File: config.mk
export PLATFORM = sky130hd
export DESIGN_NAME = apple_iie_timing_generator
export DESIGN_NICKNAME = d
export VERILOG_FILES = /design/src/rtl/apple_iie_timing_pkg.sv /design/src/rtl/apple_iie_scan_counter.sv /design/src/rtl/apple_iie_timing_generator.sv
export SDC_FILE = /design/constraint.sdc
export NUM_CORES = 1
export LEC_CHECK = 0
export ABC_CLOCK_PERIOD_IN_PS = 3400
export BUFFER_PORTS_ARGS = -buffer_cell sky130_fd_sc_hd__buf_4
export CAP_MARGIN = 15
export CORE_UTILIZATION = 40
export CTS_BUF_LIST = sky130_fd_sc_hd__clkbuf_8
export DETAILED_ROUTE_END_ITERATION = 16
export PLACE_DENSITY = 0.63
export SLEW_MARGIN = 20
export SYNTH_ARGS = -nofsm -noshare
export SYNTH_HDL_FRONTEND = slang
export SYNTH_SLANG_ARGS = --single-unit
File: constraint.sdc
create_clock -name clk_14m -period 3.4 [get_ports clk_14m]
set_clock_uncertainty 0.2 [all_clocks]
set_input_delay 0.17 -clock clk_14m [delete_from_list [all_inputs] [get_ports clk_14m]]
set_output_delay 0.17 -clock clk_14m [all_outputs]
set_load 0.01 [all_outputs]
File: src/rtl/apple_iie_timing_pkg.sv
// Shared constants and tick decode for the Apple IIe bus-cycle timing generator.
// Build option: APPLE_IIE_PAL_EN selects the 312-line PAL frame instead of 262-line NTSC.
package apple_iie_timing_pkg;

  localparam int V_LINES_NTSC = 262;
  localparam int V_LINES_PAL  = 312;
  localparam int HALF_LEN     = 7;
  localparam int LONG_EXT     = 2;
  localparam int Q3_LAST      = 3;
  localparam int AX_LAST      = 2;
  localparam int RAS_FIRST    = 2;
  localparam int CAS_FIRST    = 4;

`ifdef APPLE_IIE_PAL_EN
  localparam int V_LINES = V_LINES_PAL;
`else
  localparam int V_LINES = V_LINES_NTSC;
`endif

  typedef struct packed {
    logic phi_0;
    logic q3;
    logic ax;
    logic pras_n;
    logic pcas_n;
  } strobe_t;

  // Ticks past the second half are the long-cycle stretch: CPU data phase held.
  function automatic strobe_t decode_tick(input logic [3:0] t);
    strobe_t    s;
    logic [3:0] k;
    s = '0;
    k = '0;
    if (t >= 4'(2*HALF_LEN)) begin
      s.phi_0  = 1'b1;
      s.q3     = 1'b0;
      s.ax     = 1'b0;
      s.pras_n = 1'b0;
      s.pcas_n = 1'b0;
    end else begin
      s.phi_0  = (t >= 4'(HALF_LEN));
      k        = s.phi_0 ? t - 4'(HALF_LEN) : t;
      s.q3     = (k <= 4'(Q3_LAST));
      s.ax     = (k <= 4'(AX_LAST));
      s.pras_n = !(k >= 4'(RAS_FIRST));
      s.pcas_n = !(k >= 4'(CAS_FIRST));
    end
    return s;
  endfunction

endpackage

File: src/rtl/apple_iie_scan_counter.sv
// Horizontal/vertical scan counters with blanking and frame-start flags,
// advanced by the cycle-end enable from the tick sequencer.
import apple_iie_timing_pkg::*;

module apple_iie_scan_counter #(
  parameter int H_CYCLES  = 65,
  parameter int H_BLANK   = 25,
  parameter int V_DISPLAY = 192,
  parameter int V_LINES_P = V_LINES
) (
  input  logic       clk_14m,
  input  logic       reset,
  input  logic       cycle_end,
  output logic [6:0] h_count,
  output logic [8:0] v_count,
  output logic       long_cycle,
  output logic       hbl,
  output logic       vbl,
  output logic       frame_start
);

  logic [6:0] h_nxt;
  logic [8:0] v_nxt;

  always_comb begin
    h_nxt = h_count;
    v_nxt = v_count;
    if (cycle_end) begin
      if (h_count == 7'(H_CYCLES-1)) begin
        h_nxt = '0;
        v_nxt = (v_count == 9'(V_LINES_P-1)) ? '0 : v_count + 9'd1;
      end else begin
        h_nxt = h_count + 7'd1;
      end
    end
  end

  // Flags decode the next state so they line up with the counters they describe.
  always_ff @(posedge clk_14m) begin
    if (reset) begin
      h_count     <= '0;
      v_count     <= '0;
      long_cycle  <= 1'b0;
      hbl         <= 1'b1;
      vbl         <= 1'b0;
      frame_start <= 1'b1;
    end else begin
      h_count     <= h_nxt;
      v_count     <= v_nxt;
      long_cycle  <= (h_nxt == 7'(H_CYCLES-1));
      hbl         <= (h_nxt < 7'(H_BLANK));
      vbl         <= (v_nxt >= 9'(V_DISPLAY));
      frame_start <= cycle_end && (h_nxt == '0) && (v_nxt == '0);
    end
  end

endmodule

File: src/rtl/apple_iie_timing_generator.sv
// Apple IIe master bus-cycle sequencer: Phi0/Phi1, Q3, 7M, RAM strobes and scan counters.
// Build option: APPLE_IIE_PAL_EN (PAL frame length, via the package).
import apple_iie_timing_pkg::*;

module apple_iie_timing_generator #(
  parameter int H_CYCLES  = 65,
  parameter int H_BLANK   = 25,
  parameter int V_DISPLAY = 192
) (
  input  logic       clk_14m,
  input  logic       reset,
  output logic       clk_phi_0,
  output logic       clk_phi_1,
  output logic       clk_q3,
  output logic       clk_7m,
  output logic       pras_n,
  output logic       pcas_n,
  output logic       ax,
  output logic       long_cycle,
  output logic [6:0] h_count,
  output logic [8:0] v_count,
  output logic       hbl,
  output logic       vbl,
  output logic       frame_start
);

  localparam logic [3:0] T_LAST      = 4'(2*HALF_LEN-1);
  localparam logic [3:0] T_LAST_LONG = 4'(2*HALF_LEN+LONG_EXT-1);

  logic [3:0] t, t_nxt;
  logic       cycle_end;
  strobe_t    s_nxt;

  // long_cycle already reflects the current h_count, so it selects the cycle length.
  assign cycle_end = (t == (long_cycle ? T_LAST_LONG : T_LAST));
  assign t_nxt     = cycle_end ? 4'd0 : t + 4'd1;
  assign s_nxt     = decode_tick(t_nxt);

  always_ff @(posedge clk_14m) begin
    if (reset) begin
      t         <= '0;
      clk_phi_0 <= 1'b0;
      clk_phi_1 <= 1'b1;
      clk_q3    <= 1'b1;
      ax        <= 1'b1;
      pras_n    <= 1'b1;
      pcas_n    <= 1'b1;
      clk_7m    <= 1'b0;
    end else begin
      t         <= t_nxt;
      clk_phi_0 <= s_nxt.phi_0;
      clk_phi_1 <= ~s_nxt.phi_0;
      clk_q3    <= s_nxt.q3;
      ax        <= s_nxt.ax;
      pras_n    <= s_nxt.pras_n;
      pcas_n    <= s_nxt.pcas_n;
      clk_7m    <= ~clk_7m;
    end
  end

  apple_iie_scan_counter #(
    .H_CYCLES  (H_CYCLES),
    .H_BLANK   (H_BLANK),
    .V_DISPLAY (V_DISPLAY),
    .V_LINES_P (V_LINES)
  ) u_scan (
    .clk_14m     (clk_14m),
    .reset       (reset),
    .cycle_end   (cycle_end),
    .h_count     (h_count),
    .v_count     (v_count),
    .long_cycle  (long_cycle),
    .hbl         (hbl),
    .vbl         (vbl),
    .frame_start (frame_start)
  );

endmodule

==> results of run 1 <==
final timing paths:
path                            startpoint      to  cells after the start  slack (ns)
worst max register to register        t[0]  pras_n                      8        0.74
worst min register to register      clk_7m  clk_7m                      1        0.23
worst max-delay path                  t[0]  pras_n                      8        0.74
worst min-delay path                 reset  clk_7m                      2        0.03
area by class of cell:
cell class	instances	share of cell area [%]
multi-input combinational	130	46.8
sequential	30	31.5
timing repair buffer	29	11.4
clock buffer	5	3.61
tap	48	3.15
clock inverter	3	2.10
inverter	7	1.38
synthesized netlist by cell type (3+ instances only):
library cell | instances | area share [%]
o21a_1 | 3 | 1.4
and2_1 | 3 | 1.2
clkbuf_1 | 6 | 1.4
a21oi_1 | 9 | 2.8
dfxtp_1 | 30 | 38
xor2_1 | 6 | 3.3
nand2_1 | 5 | 1.2
buf_6 | 3 | 2.1
ha_1 | 7 | 5.5
nand3_1 | 7 | 2.2
and3_1 | 6 | 2.4
inv_1 | 7 | 1.7
nor3_1 | 5 | 1.6
and4_1 | 3 | 1.7
nor2_1 | 24 | 5.7
nor2b_1 | 3 | 1.2
o21ai_0 | 5 | 1.6
xnor2_1 | 5 | 2.8
layout by cell type (no fill, tap or decap), types with 3 or more instances in the layout:
cell type	netlist	final
clkbuf_8	0	5
o21ai_0	5	5
nand3_1	7	7
nor3_1	5	5
dfxtp_1	30	30
xnor2_1	5	5
nor2_1	24	24
xor2_1	6	6
nor2b_1	3	3
and3_1	6	6
and4_1	3	3
and2_1	3	3
inv_1	7	7
buf_4	1	29
ha_1	7	7
o21a_1	3	3
a21oi_1	9	9
nand2_1	5	5
report_power, final:
| group | switching, mW | internal, mW |
|---|---|---|
| clock | 0.141 | 0.215 |
| combinational | 0.0318 | 0.0261 |
| sequential | 0.00645 | 0.362 |
cell families (layout without fill, tap and decap cells):
group	after synthesis	after routing	share of synthesized area [%]
and+or+nand+nor	74	74	27.4
AOI/OAI and AO/OA	34	34	14.4
adders and majority gates	7	7	5.52
DFF	30	30	37.9
buffers and inverters	18	44	5.99
muxes	4	4	2.68
xor gates and xnor gates	11	11	6.07
layer usage:
layer	part of all wire [%]	vias up	routed length (um)
li1	-	684	-
met1	47	661	1600
met2	47	28	1630
met3	3.9	8	133
met4	2.3	0	80
met5	0	-	0
per-stage QoR:
stage               instance area [um^2]  instances  hold slack [ns]  util (%)
floorplan                           1590        178            0.243         -
global placement                    1800        244            0.205      48.0
detailed placement                  1800        244            0.202      48.0
CTS                                 1900        252           0.0264      50.9
global route                        1900        252           0.0608      50.9
finish                              1900        252           0.0303      50.9
==> flow_summary.json, run 1 <==
{
  "cp_top_family": "simple AND/OR/NAND/NOR gates",
  "initial_core_util_pct": 42.4,
  "overflow": 0,
  "syn_area_per_cell_um2": 8.91,
  "cp_data_arrival_time_ns": 2.65,
  "dr.pass1.iters": 4,
  "ys_seq_area_share_pct": 37.9,
  "cts-resized-gates": 0,
  "diodes": 0,
  "crit_required_ns": 3.39,
  "layout_setup_ws_ns": 0.736,
  "tns_ns": 0,
  "status": "complete, no violations",
  "maxCapViolCount": 0,
  "synth_fp_nets": 187,
  "critical_path_class": "reg2reg",
  "grt_util_met1_pct": 22.9,
  "worst_skew_pair.late_latency_ns": 0.29,
  "antenna_found_initial": 0,
  "ctsHtreeMaxLevel": 2,
  "drive_above_1_share_pct": 23.0,
  "slew_viol_final": 0,
  "p_total_mw": 0.782,
  "worst-path-max-fanout": 15,
  "die_area_um2": 4220,
  "multi_input_area_um2": 891,
  "ioPinCount": 29,
  "cp-end-kind": "flop",
  "post-route-drc-count": 0,
  "netlist_area_um2": 1590,
  "path_clk_slew_ns": 0.06,
  "grt_first_pass_wirelength_um": 6070,
  "hold_violations": 0,
  "crit_buf_inv": 1,
  "fill_cells": 378,
  "clockBufferDepth": 2,
  "fin_crit_sh_pct": 78.3,
  "die_h_um": 65.0,
  "start_kind": "flop",
  "wl_per_cell_um": 13.7,
  "grt_util_met3_pct": 4.40,
  "grt_usage_pct": 18.9,
  "via_per_inst": 5.48,
  "synth-edff-count": 0,
  "worstPathCellList": "nand2_2 -> or3b_1 -> nand2_1 -> inv_1 -> ha_1 -> a31o_2 -> mux2_2 -> o21a_1",
  "cts_setup_buffers": 0,
  "dr.first_iter.drc_count": 73,
  "power_leakage_nw": 0.799,
  "root_buffer": "clkbuf_8",
  "largest_reg_flops": 9,
  "cp_slowest_cell": "or3b_1",
  "io_buffer_count": 28,
  "layout_min_cycle_time_ns": 2.66,
  "grt_pass1_vias": 1330,
  "maxClockFrequency_mhz": 375,
  "dpl.hpwl_um": 2440,
  "die_w_um": 65.0,
  "setup_viol": 0,
  "cts_tree": "built",
  "grt_use_met2_pct": 29.8,
  "max_stage_delay_ns": 0.59,
  "slew_headroom_pct": 67.1,
  "synthFlopType": "dfxtp_1",
  "ir_drop_v": 0.000189,
  "synth-seq-cells": 30,
  "clock_sinks": 30,
  "fp.coreArea_um2": 3740,
  "wirelength_um": 3450,
  "area_delta_synth_final_pct": 20.0,
  "place_ws_ns": 0.743,
  "largest_registers": "u_scan.v_count x9, u_scan.h_count x7, t x4",
  "rsz0062_at_grt": "no",
  "regMostFlops": "u_scan.v_count",
  "async_reset_ff_share_pct": 0,
  "antenna_left": 0,
  "core.rowCount": 22,
  "globalplace.congestion": 0.838,
  "via_count": 1381,
  "grt_max_degree": 28,
  "hold_buffers": 0,
  "layout.nets": 212,
  "ys_warn_count": 0,
  "cts_made_buffers": 5,
  "syn_inst": 178,
  "powerDensity_nw_per_um2": 411,
  "synth.distinct_cells": 49,
  "ff_latch_area_um2": 601,
  "worst_pin_slew_ns": 0.494,
  "top_usage_layer": "met2",
  "hold_class": "in2reg"
}
Note: power is estimated with default switching activity, not from simulation.
==> run 2: changes to the inputs <==
- ABC_CLOCK_PERIOD_IN_PS: 3400 -> 2300
- PLACE_DENSITY: 0.63 -> 0.65
- clock period: 3.4 -> 2.3 ns (I/O delays scaled with it)
==> flow_summary.json, run 2 (synthesized netlist as in run 1, its figures left out) <==
{
  "status": "complete, no violations",
  "worstPathCellList": "xor2_2 -> buf_4 -> nor3b_4 -> nand2_4 -> or4_4 -> and3_1 -> a41o_1",
  "hold_violations": 0,
  "critical_path_class": "reg2reg",
  "maxClockFrequency_mhz": 446,
  "regMostFlops": "u_scan.v_count",
  "largest_registers": "u_scan.v_count x9, u_scan.h_count x7, t x4",
  "wirelength_um": 3710,
  "io_buffer_count": 28,
  "ioPinCount": 29,
  "grt_pass1_vias": 1422,
  "overflow": 0,
  "final_common_cell": "buf_4",
  "fin_util_pct": 57.3,
  "diodes": 0,
  "cp_data_arrival_time_ns": 2.22,
  "crit_required_ns": 2.28,
  "initial_core_util_pct": 42.4,
  "die_h_um": 65.0,
  "powerDensity_nw_per_um2": 615,
  "grt_max_degree": 28,
  "cts_made_buffers": 5,
  "setup_viol": 0,
  "layout.nets": 231,
  "drive_above_1_share_pct": 34.5,
  "worst-path-max-fanout": 5,
  "wl_per_cell_um": 13.7,
  "fp.coreArea_um2": 3740,
  "mostFrequentLayoutCells": "47 x buf_4, 27 x dfxtp_1, 24 x nor2_1, 9 x a21oi_1, 7 x nand3_1",
  "start_kind": "flop",
  "cp-end-kind": "flop",
  "cts_tree": "built",
  "antenna_left": 0,
  "min_from": "clk_7m",
  "cp_top_family": "simple AND/OR/NAND/NOR gates",
  "root_buffer": "clkbuf_8",
  "hold_end": "clk_7m",
  "die_w_um": 65.0,
  "rsz0062_at_grt": "yes",
  "cp_slowest_cell": "or4_4",
  "largest_reg_flops": 9,
  "crit_buf_inv": 1,
  "globalplace.congestion": 0.833,
  "post-route-drc-count": 0,
  "maxCapViolCount": 0,
  "worst_skew_pair.late_latency_ns": 0.28,
  "power_leakage_nw": 0.909,
  "clockBufferDepth": 2,
  "grt_usage_pct": 19.6,
  "via_per_inst": 5.43,
  "core.rowCount": 22,
  "reg2reg_depth": 7,
  "worstHoldPathCells": 1,
  "max_stage_delay_ns": 0.51,
  "grt_first_pass_wirelength_um": 6250,
  "place_ws_ns": 0.0399,
  "dr.first_iter.drc_count": 104,
  "antenna_found_initial": 0,
  "reg2reg_from": "t[1]",
  "slew_headroom_pct": 70.9,
  "layout_min_cycle_time_ns": 2.24,
  "path_clk_slew_ns": 0.07,
  "r2r_end": "u_scan.frame_start",
  "rrSetupSlack_ns": 0.06,
  "ir_drop_v": 0.000465,
  "slew_viol_final": 0,
  "fin_crit_sh_pct": 97.5,
  "ctsHtreeMaxLevel": 2,
  "hold_class": "reg2reg",
  "die_area_um2": 4220,
  "p_total_mw": 1.32,
  "area_delta_synth_final_pct": 35.2,
  "clock_sinks": 30,
  "dr.pass1.iters": 4,
  "tns_ns": 0,
  "dpl.hpwl_um": 2630,
  "layout_setup_ws_ns": 0.0575,
  "via_count": 1471,
  "worst_pin_slew_ns": 0.432
}
-- run 2: cell count changes in the layout (fill, tap and decap cells not counted), sizes merged --
cell         before  now
buf              29   47
dlygate4sd3       0    1
clkbuf            5    6
bufinv            1    2
clkinv            2    0
-- run 2: area by class of cell --
class / instances / area (um^2)
inverter: 7 / 26.3
clock inverter: 2 / 60.1
tap: 48 / 60.1
timing repair buffer: 48 / 363
fill: 357 / 1600
sequential: 30 / 604
clock buffer: 6 / 82.6
multi-input combinational: 130 / 948
-- run 2: what timing repair did --
action | CTS | global route
setup endpoints to repair | 0 | 4
hold buffers | 1 | 0
resized for setup | 0 | 5
hold endpoints to repair | 13 | 0
setup buffers | 0 | 0
-- run 2: worst max path at each step --
stage	from	to	slack, ns	cells after the start
global placement	t[1]	u_scan.frame_start	0.05	7
floorplan	t[1]	pras_n	-0.05	10
global route	t[1]	u_scan.frame_start	-0.01	7
CTS	t[1]	u_scan.frame_start	0.01	7
detailed placement	t[1]	u_scan.frame_start	0.04	7
finish	t[1]	u_scan.frame_start	0.06	7
-- run 2: power breakdown --
part           switching (mW)  internal, mW
sequential            0.00834         0.535
combinational          0.0558        0.0509
clock                   0.207         0.462
-- run 2: metal layers --
metal | GRT usage (%) | up-vias | wire, um
met2 | 31.0 | 48 | 1770
met1 | 23.1 | 684 | 1640
li1 | - | 726 | -
met3 | 5.99 | 13 | 192
met5 | 0 | - | 0
met4 | 11.9 | 0 | 112
-- run 2: metrics by stage --
step	hold slack, ns	cell area (um^2)	instances
after floorplan	0.205	1630	178
after global placement	0.204	1970	262
after detailed placement	0.211	1970	262
after CTS	0.230	2120	271
after global routing	0.253	2140	271
final	0.225	2140	271
